==> src/rtl/video_timing_gen.sv <==
// Parametrised raster timing generator: look-ahead pixel request stream plus an aligned,
// LOOKAHEAD-delayed display stream. Define VIDEO_TPG_EN to add a colour-bar rgb output.
module video_timing_gen #(
    parameter int unsigned HDISP     = 800,
    parameter int unsigned HFP       = 40,
    parameter int unsigned HPULSE    = 48,
    parameter int unsigned HBP       = 40,
    parameter int unsigned VDISP     = 480,
    parameter int unsigned VFP       = 13,
    parameter int unsigned VPULSE    = 3,
    parameter int unsigned VBP       = 29,
    parameter int unsigned HS_POL    = 0,
    parameter int unsigned VS_POL    = 0,
    parameter int unsigned LOOKAHEAD = 2,
    parameter int unsigned FCW       = 16
) (
    input  logic                       pixel_clk,
    input  logic                       pixel_rst_n,
    input  logic                       en,
    output logic                       req_valid,
    output logic [$clog2(HDISP)-1:0]   req_x,
    output logic [$clog2(VDISP)-1:0]   req_y,
    output logic                       hs,
    output logic                       vs,
    output logic                       blank,
    output logic [$clog2(HDISP)-1:0]   x,
    output logic [$clog2(VDISP)-1:0]   y,
    output logic                       sof,
    output logic                       eol,
    output logic [FCW-1:0]             frame_cnt
`ifdef VIDEO_TPG_EN
    ,
    output logic [23:0]                rgb
`endif
);

    localparam int unsigned HTOT = HDISP + HFP + HPULSE + HBP;
    localparam int unsigned VTOT = VDISP + VFP + VPULSE + VBP;
    localparam int unsigned HW   = $clog2(HTOT);
    localparam int unsigned VW   = $clog2(VTOT);
    localparam int unsigned XW   = $clog2(HDISP);
    localparam int unsigned YW   = $clog2(VDISP);

    localparam logic [HW-1:0] HDISP_L  = HW'(HDISP);
    localparam logic [HW-1:0] XLAST_L  = HW'(HDISP - 1);
    localparam logic [HW-1:0] HS_START = HW'(HDISP + HFP);
    localparam logic [HW-1:0] HS_END   = HW'(HDISP + HFP + HPULSE);
    localparam logic [HW-1:0] HLAST_L  = HW'(HTOT - 1);
    localparam logic [VW-1:0] VDISP_L  = VW'(VDISP);
    localparam logic [VW-1:0] VS_START = VW'(VDISP + VFP);
    localparam logic [VW-1:0] VS_END   = VW'(VDISP + VFP + VPULSE);
    localparam logic [VW-1:0] VLAST_L  = VW'(VTOT - 1);
    localparam logic          HS_ON    = (HS_POL != 0);
    localparam logic          VS_ON    = (VS_POL != 0);

    if (HFP < 1 || HPULSE < 1 || HBP < 1 || VFP < 1 || VPULSE < 1 || VBP < 1
        || LOOKAHEAD > 8) begin : g_param_err
        $error("video_timing_gen: porch/pulse must be >= 1 and LOOKAHEAD <= 8");
    end

    typedef struct packed {
        logic          hs;
        logic          vs;
        logic          blank;
        logic          sof;
        logic          eol;
        logic [XW-1:0] x;
        logic [YW-1:0] y;
    } disp_t;

    localparam disp_t DISP_RST = '{hs: ~HS_ON, vs: ~VS_ON, blank: 1'b0, sof: 1'b0, eol: 1'b0,
                                   x: '0, y: '0};

    logic [HW-1:0]  hcnt_q, hcnt_d;
    logic [VW-1:0]  vcnt_q, vcnt_d;
    logic [FCW-1:0] frame_cnt_q;
    logic           held_q;
    logic           active;
    disp_t          req_d;
    disp_t          disp;
    // stage 0 is the request stage, stage LOOKAHEAD drives the display outputs
    disp_t          stage_q [LOOKAHEAD+1];
    disp_t          stage_d [LOOKAHEAD+1];

    always_comb begin
        hcnt_d = hcnt_q + HW'(1);
        vcnt_d = vcnt_q;
        if (hcnt_q == HLAST_L) begin
            hcnt_d = '0;
            vcnt_d = (vcnt_q == VLAST_L) ? '0 : vcnt_q + VW'(1);
        end
    end

    always_comb begin
        active      = (hcnt_q < HDISP_L) && (vcnt_q < VDISP_L);
        req_d       = DISP_RST;
        req_d.blank = active;
        req_d.x     = active ? XW'(hcnt_q) : '0;
        req_d.y     = active ? YW'(vcnt_q) : '0;
        req_d.hs    = (hcnt_q >= HS_START && hcnt_q < HS_END) ? HS_ON : ~HS_ON;
        req_d.vs    = (vcnt_q >= VS_START && vcnt_q < VS_END) ? VS_ON : ~VS_ON;
        req_d.sof   = (hcnt_q == '0) && (vcnt_q == '0);
        req_d.eol   = active && (hcnt_q == XLAST_L);
        stage_d[0]  = req_d;
        for (int i = 1; i <= LOOKAHEAD; i++) begin
            stage_d[i] = stage_q[i-1];
        end
    end

    always_ff @(posedge pixel_clk or negedge pixel_rst_n) begin
        if (!pixel_rst_n) begin
            hcnt_q      <= '0;
            vcnt_q      <= '0;
            frame_cnt_q <= '0;
            held_q      <= 1'b0;
            for (int i = 0; i <= LOOKAHEAD; i++) begin
                stage_q[i] <= DISP_RST;
            end
        end else if (en) begin
            hcnt_q <= hcnt_d;
            vcnt_q <= vcnt_d;
            held_q <= 1'b0;
            for (int i = 0; i <= LOOKAHEAD; i++) begin
                stage_q[i] <= stage_d[i];
            end
            if (stage_d[LOOKAHEAD].sof) begin
                frame_cnt_q <= frame_cnt_q + FCW'(1);
            end
        end else begin
            held_q <= 1'b1;
        end
    end

    // held_q masks the stale sof/eol still sitting in the pipe for the first cycle after resume
    always_comb begin
        disp      = stage_q[LOOKAHEAD];
        req_valid = stage_q[0].blank;
        req_x     = stage_q[0].x;
        req_y     = stage_q[0].y;
        hs        = disp.hs;
        vs        = disp.vs;
        blank     = disp.blank;
        x         = disp.x;
        y         = disp.y;
        sof       = disp.sof & en & ~held_q;
        eol       = disp.eol & en & ~held_q;
        frame_cnt = frame_cnt_q;
    end

`ifdef VIDEO_TPG_EN
    localparam int unsigned   BARW   = (HDISP >= 8) ? HDISP / 8 : 1;
    localparam logic [XW-1:0] BARW_L = XW'(BARW);

    logic [XW-1:0] bar_idx;
    logic [2:0]    bar;
    logic [23:0]   colour;

    always_comb begin
        bar_idx = disp.x / BARW_L;
        bar     = (bar_idx > XW'(7)) ? 3'd7 : bar_idx[2:0];
        case (bar)
            3'd0:    colour = 24'hFFFFFF;
            3'd1:    colour = 24'hFFFF00;
            3'd2:    colour = 24'h00FFFF;
            3'd3:    colour = 24'h00FF00;
            3'd4:    colour = 24'hFF00FF;
            3'd5:    colour = 24'hFF0000;
            3'd6:    colour = 24'h0000FF;
            default: colour = 24'h000000;
        endcase
        rgb = disp.blank ? colour : 24'h000000;
    end
`endif

endmodule

==> config.mk <==
export PLATFORM = sky130hd
export DESIGN_NAME = video_timing_gen
export DESIGN_NICKNAME = d
export VERILOG_FILES = /design/src/rtl/video_timing_gen.sv
export SDC_FILE = /design/constraint.sdc
export NUM_CORES = 1
export LEC_CHECK = 0
export BUFFER_PORTS_ARGS = -buffer_cell sky130_fd_sc_hd__buf_2
export CAP_MARGIN = 20
export CELL_PAD_IN_SITES_DETAIL_PLACEMENT = 1
export CELL_PAD_IN_SITES_GLOBAL_PLACEMENT = 1
export CORE_ASPECT_RATIO = 1.75
export CORE_MARGIN = 3
export CORE_UTILIZATION = 28
export CTS_CLUSTER_DIAMETER = 100
export DETAILED_ROUTE_END_ITERATION = 6
export HOLD_SLACK_MARGIN = 0.12
export PLACE_DENSITY_LB_ADDON = 0.1
export SYNTH_ARGS = -nofsm -noshare
export SYNTH_HDL_FRONTEND = slang
export SYNTH_SLANG_ARGS = --single-unit
==> constraint.sdc <==
create_clock -name pixel_clk -period 2.22 [get_ports pixel_clk]
set_input_delay 0.444 -clock pixel_clk [delete_from_list [all_inputs] [get_ports pixel_clk]]
set_output_delay 0.444 -clock pixel_clk [all_outputs]
set_load 0.005 [all_outputs]
* After elaboration in Yosys (flattened, before gate mapping)
Index checks and enable logic that the tools add are counted.
Storage, ports and cells: register bits after elaboration 109, input bits 3, output and inout bits 60, word-level logic and storage cells 58
Operators by class: add/subtract/negate cells 3, $lt $le $gt $ge 6, equality and inequality tests 3, muxes and demuxes 7, bitwise gates (word level) 5, reduce and logical (&&, ||, !) cells 9
Operators with widths (count):
- $eq A10 B10 Y1 const B | 3
- $mux W10 | 3
- $add A10 B1 Y10 const B | 2
- $logic_not A10 Y1 | 2
- $lt A10 B10 Y1 const B | 2
- $lt A10 B9 Y1 const B | 2
- $add A16 B1 Y16 const B | 1
- $ge A10 B10 Y1 const B | 1
- $ge A10 B9 Y1 const B | 1
- $mux W9 | 1
- $logic_and A1 B1 Y1 | 5
- $and A1 B1 Y1 | 4
- $reduce_and A2 Y1 | 2
- $mux W1 | 3
- $not A1 Y1 | 1

* Logic depth before layout (Yosys ltp)
Gate-level depths: netlist (run 1).
word-level depth 3, depth in mapped cells 6, depth with buffers taken out 5

* Least setup slack after synthesis (run 1)
Ideal clock, no wire load.
path kind flip-flop to flip-flop, start point register hcnt_q[0], end point register vcnt_q[7], data arrival time 1.764 ns, path slack 0.377 ns, stages on the path, launching flop included 7, buffers on the path 1, period minus slack after synthesis 1.843 ns, path through dfrtp_1 > ha_1 > nand3b_4 > or4_4 > buf_6 > nor4_4 > xor2_1
On the way: cells in the longest elaborated chain, start to end 2
RTL lines:
- start: declaration | RTL line 74 | logic [HW-1:0] hcnt_q, hcnt_d;
- start signal: assignment | RTL line 120 | hcnt_q <= hcnt_d;
- $eq A10 B10 Y1 | RTL line 88 | if (hcnt_q == HLAST_L) begin
- $reduce_and A2 Y1 (no source line)
- end signal: assignment | RTL line 121 | vcnt_q <= vcnt_d;
- end: declaration | RTL line 75 | logic [VW-1:0] vcnt_q, vcnt_d;
No other way between the ends. A chain may end at the register's enable or synchronous reset.

* Worst setup path after layout (run 1)
Ends and elaborated chain as after synthesis.

==> run metrics, run 1 <==
io pins=63; Yosys warning count=0; CTS buffer count=9; post-synthesis adder-cell area fraction=0.01821; nature of the critical path endpoint=flop; post-synthesis xor/xnor area fraction=0.03825; largest family of logic cells by synthesized area=multiplexers; DR vias=3004; required time of the critical path=2.49 ns; nets@finish=433; Post-Syn Nets=398; # rows=62; kind of cell adding the most delay to the critical path=simple AND/OR/NAND/NOR gates; port buffer count=62; synthesized flop and latch total=109; vias in the first global route=3231; Post-CTS Resized=0; Via density=4.607; Synth Area per Inst=12.39 um2; initial antenna violation count=0; first-pass GRT wire length=18240 um; worst flop-to-flop path startpoint=hcnt_q[0]; Max Cap Violations=0; Post-DP HPWL=8432 um; Buf/Inv on CP=0; Worst Hold Path EP=frame_cnt[15]; Routed WL per cell=17.21 um; final antenna-violating net count=0; Die Area=18840 um2; sequential area share after synthesis=0.5688; simple-gate portion of the synthesized area=0.1007; VDD IR max=0.0002831 V; Crit Path Class=reg2reg; CTS tree=done; worst r2r path cells=5; Synth Area in Compound Gates=0.07728; Syn Inst Count=388; Leak=0.002736 uW; r2r setup slk=0.26 ns; CP Cell Sequence=ha_1 > nand3b_4 > or4_4 > nor4_4 > xor2_1; die width=105.1 um; GRT overflow=0; R2R Path End=vcnt_q[7]; RSZ-0062 raised after global routing=false; post-CTS setup buffers=0; largest net degree at the start of global routing=43; Die H=179.4 um; mapped cell area=4808 um2; placed cells=635; Core Util, Final=0.3314; CP peak stage delay=0.59 ns; crit path DAT=2.23 ns; Starting Density=0.2896; Max FO, Critical Path=11; Fin. Hold Viols=0; non-filler cells, final=652; Critical Path Source Type=flop; Slew Limit Headroom=0.5936; hold_buf cts=1; gpl congestion=0.7802; TritonRoute pass-1 iters=4; layout cell share with drive strength beyond 1=0.3668; Main synth FF type=dfrtp_1; Clk pin slew, worst setup/hold paths=0.07 ns; final setup TNS=0 ns; worst-skew pair later-pin latency=0.35 ns; clock sinks=109; fin crit share=0.8813; Remaining DRCs=0; # fillers=1878; hold depth=1; htree depth=3; post-synthesis mux area share=0.1124; worst hold path class=reg2reg; fmax=511.1 MHz; Global Route Usage Sum=0.1260; ANT cells=0; DR iter-0 viols=108; Worst Min Path Start=frame_cnt[15]; Fin Clk Skew=0.007551 ns; Core ar.=16600 um2; Longest Clk Path Bufs=2; Synth cell types=44; Routed Wire Length=11220 um; worst-margin pin slew=0.6097 ns; minimum clock period=1.956 ns; Tot Pwr=4045 uW; EDFF count, synth=0; Slowest-stage cell, CP=or4_4; max-slew violation count=0; power density cells=735.2 nW/um2; Setup-failing EPs final=0; status=finished clean; Area Overhead vs Synth=14.42%; Async SR Flop Fraction=1.000; Clock Tree Root=clkbuf_16
cell usage after synthesis, drive strengths merged, types with 2 or more instances:
master  count  area (um2)
dfrtp     103        2577
mux2       48       540.5
buf        47       330.3
a22o       19       166.4
nand2      18       75.07
nand3      13       65.06
nor2       13       48.80
o21ai      13       65.06
xnor2      13       113.9
inv        11       41.29
clkbuf      8       30.03
nand4       8       50.05
nor4        8       71.32
xor2        8       70.07
ha          7       87.58
dfstp       6       157.7
a21oi       5       25.02
nor3        5       25.02
a31oi       4       25.02
o31ai       4       30.03
or3         4       25.02
and3        3       18.77
nand3b      3       35.03
nand2b      2       12.51
nor4b       2       17.52
or2         2       12.51
flip-flops by register name, indices dropped and copies added, names as in the netlist, 2 cells and up:
register and count:
stage_d 28, req_y 9, frame_cnt 16, y 9, hcnt_q 10, vcnt_q 10
req_x 10, x 10, disp 2
cells in the final DEF (no fill, tap or decap), types with 2 or more instances in the layout:
cell / instances
dfrtp_1: 103
buf_2: 61
mux2_2: 48
a22o_1: 19
nand2_1: 15
buf_4: 15
nor2_1: 13
nand3_1: 13
o21ai_0: 13
xnor2_1: 13
inv_1: 11
clkbuf_16: 9
nand4_1: 8
xor2_1: 8
ha_1: 7
nor4_1: 6
dfstp_2: 6
nor3_1: 5
a21oi_1: 5
a31oi_1: 4
or3_1: 4
o31ai_1: 4
nand2_2: 3
and3_1: 3
nand3b_1: 2
nand2b_1: 2
or2_2: 2
nor4b_1: 2
inv_6: 2
buf_12: 2
area by class of cell:
class | count | area [um2] | area share
clock buffer | 9 | 225.2 | 0.04094
clock inverter | 7 | 80.08 | 0.01456
inverter | 12 | 45.04 | 0.008187
multi-input combinational | 212 | 1668 | 0.3032
sequential | 109 | 2735 | 0.4972
tap | 224 | 280.3 | 0.05094
timing repair buffer | 79 | 467.9 | 0.08506
metrics by stage:
step                cell area (um2)  hold WS [ns]  worst slack [ns]
detailed placement             5186        0.4656            0.2903
finish                         5502        0.4695            0.2636
global placement               5186        0.4710            0.3393
global route                   5502        0.4985            0.1582
CTS                            5502        0.4800            0.2632
floorplan                      4808        0.1484            0.3769
cells by family after synthesis:
kind of cell    after synthesis
buf+inv                      67
xor+xnor                     21
simple gates                 84
flops                       109
mux                          48
fa+ha+maj                     7
compound gates               52
how the worst max path moves through the flow:
stage	from	end	slack [ns]	cells past startpoint
5_1_grt	hcnt_q[0]	vcnt_q[7]	0.16	5
3_5_place_dp	hcnt_q[0]	vcnt_q[7]	0.29	5
2_1_floorplan	hcnt_q[0]	vcnt_q[7]	0.38	6
4_1_cts	hcnt_q[0]	vcnt_q[7]	0.26	5
3_3_place_gp	hcnt_q[0]	vcnt_q[7]	0.34	5
6_report	hcnt_q[0]	vcnt_q[7]	0.26	5
metal layers:
layer / wire length (um) / up-vias / share of wire / global-route usage
met3: 321 / 18 / 0.029 / 0.02617
met4: 304 / 0 / 0.027 / 0.05692
met1: 4512 / 1543 / 0.40 / 0.1424
li1: - / 1393 / - / -
met2: 6082 / 50 / 0.54 / 0.2278
met5: 0 / - / 0 / 0
power breakdown:
group          switching, uW  internal [uW]  total (uW)
clock                    766            892        1660
sequential              85.7           2030        2120
combinational            169            102         271
total                   1020           3020        4040
Power figures use the tool's default switching activity.
==> run 2, diff against run 1 <==
--- a/config.mk
+++ b/config.mk
@@ -16,6 +16,7 @@
 export DETAILED_ROUTE_END_ITERATION = 6
 export HOLD_SLACK_MARGIN = 0.12
 export PLACE_DENSITY_LB_ADDON = 0.1
+export SETUP_SLACK_MARGIN = 0.4
 export SYNTH_ARGS = -nofsm -noshare
 export SYNTH_HDL_FRONTEND = slang
 export SYNTH_SLANG_ARGS = --single-unit
==> run 2 against run 1 <==
  * Setup slack improved by 0.15 ns
  * Count of clock-buffer cells in the layout increased by 1
  * Largest cell class unchanged
  * Total power down 1.3%
  * Fmax increased by 8.5%
  * Sequential share of layout area is 0.15 points lower
  * Flip-flop and latch count stayed put
  * Largest power group unchanged
  * Register-to-register slack gained 0.15 ns
==> run metrics, run 2 (synthesis gave the netlist of run 1 again) <==
layout cell share with drive strength beyond 1=0.3852 (+0.01833); max reg flops=28 (unchanged); Fin. Hold Viols=0 (unchanged); Area Overhead vs Synth=14.96%; non-filler cells, final=655 (+0.46%); Longest Clk Path Bufs=2 (unchanged); clock sinks=109 (unchanged); Max Cap Violations=0 (unchanged); Setup-failing EPs final=0 (unchanged); TritonRoute pass-1 iters=4 (unchanged); first-pass GRT wire length=17930 um (-1.7%); ANT cells=0 (unchanged); total internal power=2958 uW (-2.2%); nets@finish=436 (+0.69%); final setup TNS=0 ns (unchanged); DR vias=3021 (+0.57%); GRT overflow=0 (unchanged); CP peak stage delay=0.53 ns (-0.06 ns); fmax=554.7 MHz (+8.5%); port buffer count=62 (unchanged); Leak=0.002752 uW (+0.60%); commonest cells after routing, fill and taps aside=dfrtp_1 (99), buf_2 (61), mux2_2 (48), a22o_1 (19), buf_4 (19); initial antenna violation count=0 (unchanged); status=finished clean; Remaining DRCs=0 (unchanged); power density cells=722.2 nW/um2 (-1.8%); Die H=179.4 um (unchanged); final antenna-violating net count=0 (unchanged); largest net degree at the start of global routing=66 (+53%); Core Util, Final=0.3330 (+0.001583); Buf/Inv on CP=0 (unchanged); Slew Limit Headroom=0.6825 (+0.08896); Post-DP HPWL=8075 um (-4.2%); Routed WL per cell=16.94 um (-1.5%); Routed Wire Length=11100 um (-1.1%); worst-margin pin slew=0.4719 ns (-0.1378 ns); Gate power share=0.069 (+0.002); gpl congestion=0.7503 (-3.8%); switching power total=1034 uW (+1.4%); Worst Min Path Start=frame_cnt[15]; # rows=62 (unchanged); CTS tree=done; Die Area=18840 um2 (unchanged); hold slack=0.4632 ns (-0.006247 ns); Tot Pwr=3992 uW (-1.3%); placed cells=636 (+0.16%); kind of cell adding the most delay to the critical path=simple AND/OR/NAND/NOR gates; Net Sw Frac=0.2591 (+0.006851); Fin Clk Skew=0.01003 ns (+0.002477 ns); crit path DAT=2.07 ns (-0.16 ns); fin crit share=0.8120 (-0.06922); Global Route Usage Sum=0.1224 (-0.003558); Starting Density=0.2896 (unchanged); Via density=4.612 (+0.11%); worst-skew pair later-pin latency=0.35 ns (about the same); RSZ-0062 raised after global routing=true; Clk pwr share=0.399 (-0.011); Core ar.=16600 um2 (unchanged); Clock Tree Root=clkbuf_16; VDD IR max=0.0003465 V (+22%); DR iter-0 viols=72 (-33%); Slowest-stage cell, CP=or4_4; die width=105.1 um (unchanged); required time of the critical path=2.49 ns (about the same); worst flop-to-flop path startpoint=hcnt_q[0]; nature of the critical path endpoint=flop; Crit Path Class=reg2reg; vias in the first global route=3140 (-2.8%); commonest non-fill, non-tap cell in the layout=dfrtp_1; Clk pin slew, worst setup/hold paths=0.08 ns (about the same); Worst Setup SP=hcnt_q[0]; Max FO, Critical Path=9 (-2); io pins=63 (unchanged); max-slew violation count=0 (unchanged); htree depth=3 (unchanged); Critical Path Source Type=flop; sequential share of power=0.532 (+0.009); CTS buffer count=9 (unchanged); CP Cell Sequence=ha_4 > nand3b_4 > or4_4 > nor4_4 > xor2_1; worst hold path class=reg2reg; minimum clock period=1.803 ns (-0.1537 ns)
run 2: cell types whose count changed in the layout (fill, tap and decap cells not counted), sizes merged:
cell / delta
buf: +3
bufinv: -1
clkbuf: +1
clkinv: -1
clkinvlp: -1
inv: +2
run 2: what timing repair did:
action	in CTS	in global routing
pin swaps	1	1
hold buffers	1	0
endpoints found under the setup margin	7	10
hold endpoints to repair	18	0
cloned	0	0
gates resized for setup	5	2
buffers inserted	1	1
run 2: final cells by class:
cell class	instances	area (um2)
clock inverter	6	51.30
fill	1849	11070
inverter	12	45.04
sequential	109	2740
clock buffer	10	239.0
tap	224	280.3
multi-input combinational	212	1694
timing repair buffer	82	478.0
run 2: stage by stage:
| stage | cell area (um2) | worst slack [ns] |
|---|---|---|
| 6_report | 5528 | 0.4173 |
| 3_3_place_gp | 5184 | 0.2999 |
| 5_1_grt | 5528 | 0.3603 |
| 4_1_cts | 5507 | 0.4314 |
| 3_5_place_dp | 5184 | 0.2609 |
| 2_1_floorplan | 4811 | 0.4007 |
run 2: power groups by stage:
| stage | combinational (uW) | clock, uW | sequential, uW |
|---|---|---|---|
| final | 275 | 1590 | 2120 |
| after detailed placement | 273 | 0 | 2160 |
| after CTS | 280 | 1660 | 2130 |
| after global routing | 311 | 1770 | 2140 |
| after floorplan | 199 | 0 | 2100 |
| after global placement | 267 | 0 | 2160 |
run 2: path summary, 6_finish.rpt:
kind | slack [ns] | endpoint | depth (start not counted)
min in group asynchronous | 0.52 | x[4] | 2
min | 0.46 | frame_cnt[15] | 1
min reg2reg | 0.46 | frame_cnt[15] | 1
max reg2reg | 0.42 | vcnt_q[7] | 5
max in group asynchronous | 1.01 | vs | 3
max | 0.42 | vcnt_q[7] | 5
run 2: layer usage:
layer	share of wire	track usage	up-vias
li1	-	-	1406
met1	0.42	0.1462	1557
met2	0.53	0.2192	45
met3	0.026	0.02044	13
met4	0.018	0.04871	0
met5	0	0	-
==> run 3, diff against run 2 <==
==> constraint.sdc (replaced) <==
create_clock -name pixel_clk -period 1.88 [get_ports pixel_clk]
set_input_delay 0.376 -clock pixel_clk [delete_from_list [all_inputs] [get_ports pixel_clk]]
set_output_delay 0.376 -clock pixel_clk [all_outputs]
set_load 0.005 [all_outputs]
==> run 3 against run 2 <==
  * Critical endpoint is now vcnt_q[8]
  * Flip-flop and latch count did not move
  * Critical path depth unchanged
  * Combinational power up 120%
  * First-iteration DRC count increased by 24%
  * Highest routed layer unchanged
  * Total power increased by 27%
==> run metrics, run 3 (synthesis gave the netlist of run 1 again) <==
Area Overhead vs Synth=25.55%; die width=105.1 um (unchanged); status=finished clean; switching power total=1339 uW (+29%); Clock Tree Root=clkbuf_16; max reg flops=28 (unchanged); Critical Path Source Type=flop; final setup TNS=0 ns (unchanged); commonest non-fill, non-tap cell in the layout=dfrtp_1; commonest cells after routing, fill and taps aside=dfrtp_1 (101), buf_2 (60), mux2_2 (48), buf_4 (46), a22o_1 (19); CTS buffer count=9 (unchanged); Via density=4.623 (+0.23%); fin crit share=0.8985 (+0.08643); worst flop-to-flop path startpoint=hcnt_q[0]; Setup-failing EPs final=0 (unchanged); final antenna-violating net count=0 (unchanged); Gate power share=0.120 (+0.051); ANT cells=0 (unchanged); initial antenna violation count=0 (unchanged); total internal power=3735 uW (+26%); gpl congestion=0.8265 (+10%); first-pass GRT wire length=18910 um (+5.5%); VDD IR max=0.0004087 V (+18%); Crit Path Class=reg2reg; Starting Density=0.2896 (unchanged); DR vias=3199 (+5.9%); Max FO, Critical Path=6 (-3); pre-CTS WS=0.1010 ns (-0.1598 ns); nature of the critical path endpoint=flop; crit path capture=vcnt_q[8]; minimum clock period=1.689 ns (-0.1136 ns); Fin Clk Skew=0.006709 ns (-0.003320 ns); Routed Wire Length=11690 um (+5.3%); Die Area=18840 um2 (unchanged); non-filler cells, final=692 (+5.6%); # fillers=1839 (-0.54%); port buffer count=62 (unchanged); Max Cap Violations=0 (unchanged); CTS tree=done; sequential share of power=0.482 (-0.050); Net Sw Frac=0.2639 (+0.004853); worst hold path class=reg2reg; required time of the critical path=2.10 ns (-0.39 ns); max-slew violation count=0 (unchanged); Post-DP HPWL=8224 um (+1.8%); vias in the first global route=3394 (+8.1%); Routed WL per cell=16.89 um (-0.30%); DR iter-0 viols=89 (+24%); GRT overflow=0 (unchanged); Worst Setup SP=hcnt_q[0]; hold slack=0.4640 ns (+0.0007240 ns); largest net degree at the start of global routing=42 (-36%); RSZ-0062 raised after global routing=true; clock sinks=109 (unchanged); worst r2r path cells=5 (unchanged); # rows=62 (unchanged); Clk pin slew, worst setup/hold paths=0.08 ns (about the same); nets@finish=473 (+8.5%); area of the multi-input gates=1847 um2 (+9.0%); power density cells=840.6 nW/um2 (+16%); io pins=63 (unchanged); crit path DAT=1.91 ns (-0.16 ns); register area=2738 um2 (about the same); htree depth=3 (unchanged); fmax=592.0 MHz (+6.7%); Clk pwr share=0.398 (about the same); Core ar.=16600 um2 (unchanged); placed cells=645 (+1.4%); fin worst setup slack=0.1909 ns (-0.2264 ns); worst-skew pair later-pin latency=0.34 ns (about the same); layout cell share with drive strength beyond 1=0.4808 (+0.09562); Global Route Usage Sum=0.1278 (+0.005352); Remaining DRCs=0 (unchanged); Fin. Hold Viols=0 (unchanged); R2R Path End=vcnt_q[8]; TritonRoute pass-1 iters=4 (unchanged); Longest Clk Path Bufs=2 (unchanged); Leak=0.002983 uW (+8.4%); worst-margin pin slew=0.4291 ns (-0.04278 ns); Die H=179.4 um (unchanged); Slew Limit Headroom=0.7117 (+0.02922); r2r setup slk=0.19 ns (-0.23 ns); Core Util, Final=0.3637 (+0.03068)
==> run 3: changes by cell type in the layout (fill, tap and decap cells not counted), moves of 4 or more <==
cell	previous run	this run
buf_6	0	6
buf_4	19	46
nand3_1	13	9
nand3_2	0	4
o21ai_0	13	5
o21ai_2	0	5
nor4_1	6	2
==> run 3: worst max-delay path, stage by stage, from the launching register on <==
cell	delay, ns
dfrtp_1	0.41
ha_4	0.17
nand3b_4	0.12
or4_4	0.51
o31ai_1	0.26
o41ai_1	0.11
==> run 3: how the worst min path moves through the flow <==
stage,to,cells past startpoint,slack [ns],startpoint
after floorplan,blank,0,0.08,pixel_rst_n
after global placement,stage_d[9],1,0.34,pixel_rst_n
after detailed placement,x[0],1,0.34,pixel_rst_n
after CTS,frame_cnt[15],1,0.47,frame_cnt[15]
after global routing,frame_cnt[15],1,0.50,frame_cnt[15]
final,frame_cnt[15],1,0.46,frame_cnt[15]
==> run 3: layout make-up <==
cell class	instances	share of cell area
timing repair buffer	118	0.1335
inverter	12	0.008705
clock buffer	9	0.03731
clock inverter	7	0.01472
sequential	109	0.4535
tap	224	0.04642
multi-input combinational	213	0.3059
==> run 3: power by group through the flow <==
stage | Clock [uW] | Sequential, uW | Combinational [uW]
floorplan | 0 | 2490 | 243
global placement | 0 | 2500 | 453
detailed placement | 0 | 2500 | 463
CTS | 2100 | 2440 | 534
global route | 2200 | 2450 | 660
finish | 2020 | 2440 | 611
==> run 3: per-stage QoR <==
step	instance area, um2	power [uW]
floorplan	4835	2733
detailed placement	5288	2961
CTS	5834	5074
global route	6037	5310
global placement	5288	2949
finish	6037	5074
==> run 3: repair_timing <==
item	CTS	global route
pin swaps	12	15
hold endpoints to repair	23	0
endpoints found under the setup margin	37	42
setup buffers	18	10
hold buffers	1	0
resized for setup	23	31
cloned	2	0
==> run 3: metal layers <==
layer,track usage,vias to the layer above,routed length (um)
li1,-,1488,-
met4,0.05473,0,201
met5,0,-,0
met1,0.1431,1650,4606
met2,0.2379,48,6550
met3,0.02151,13,331
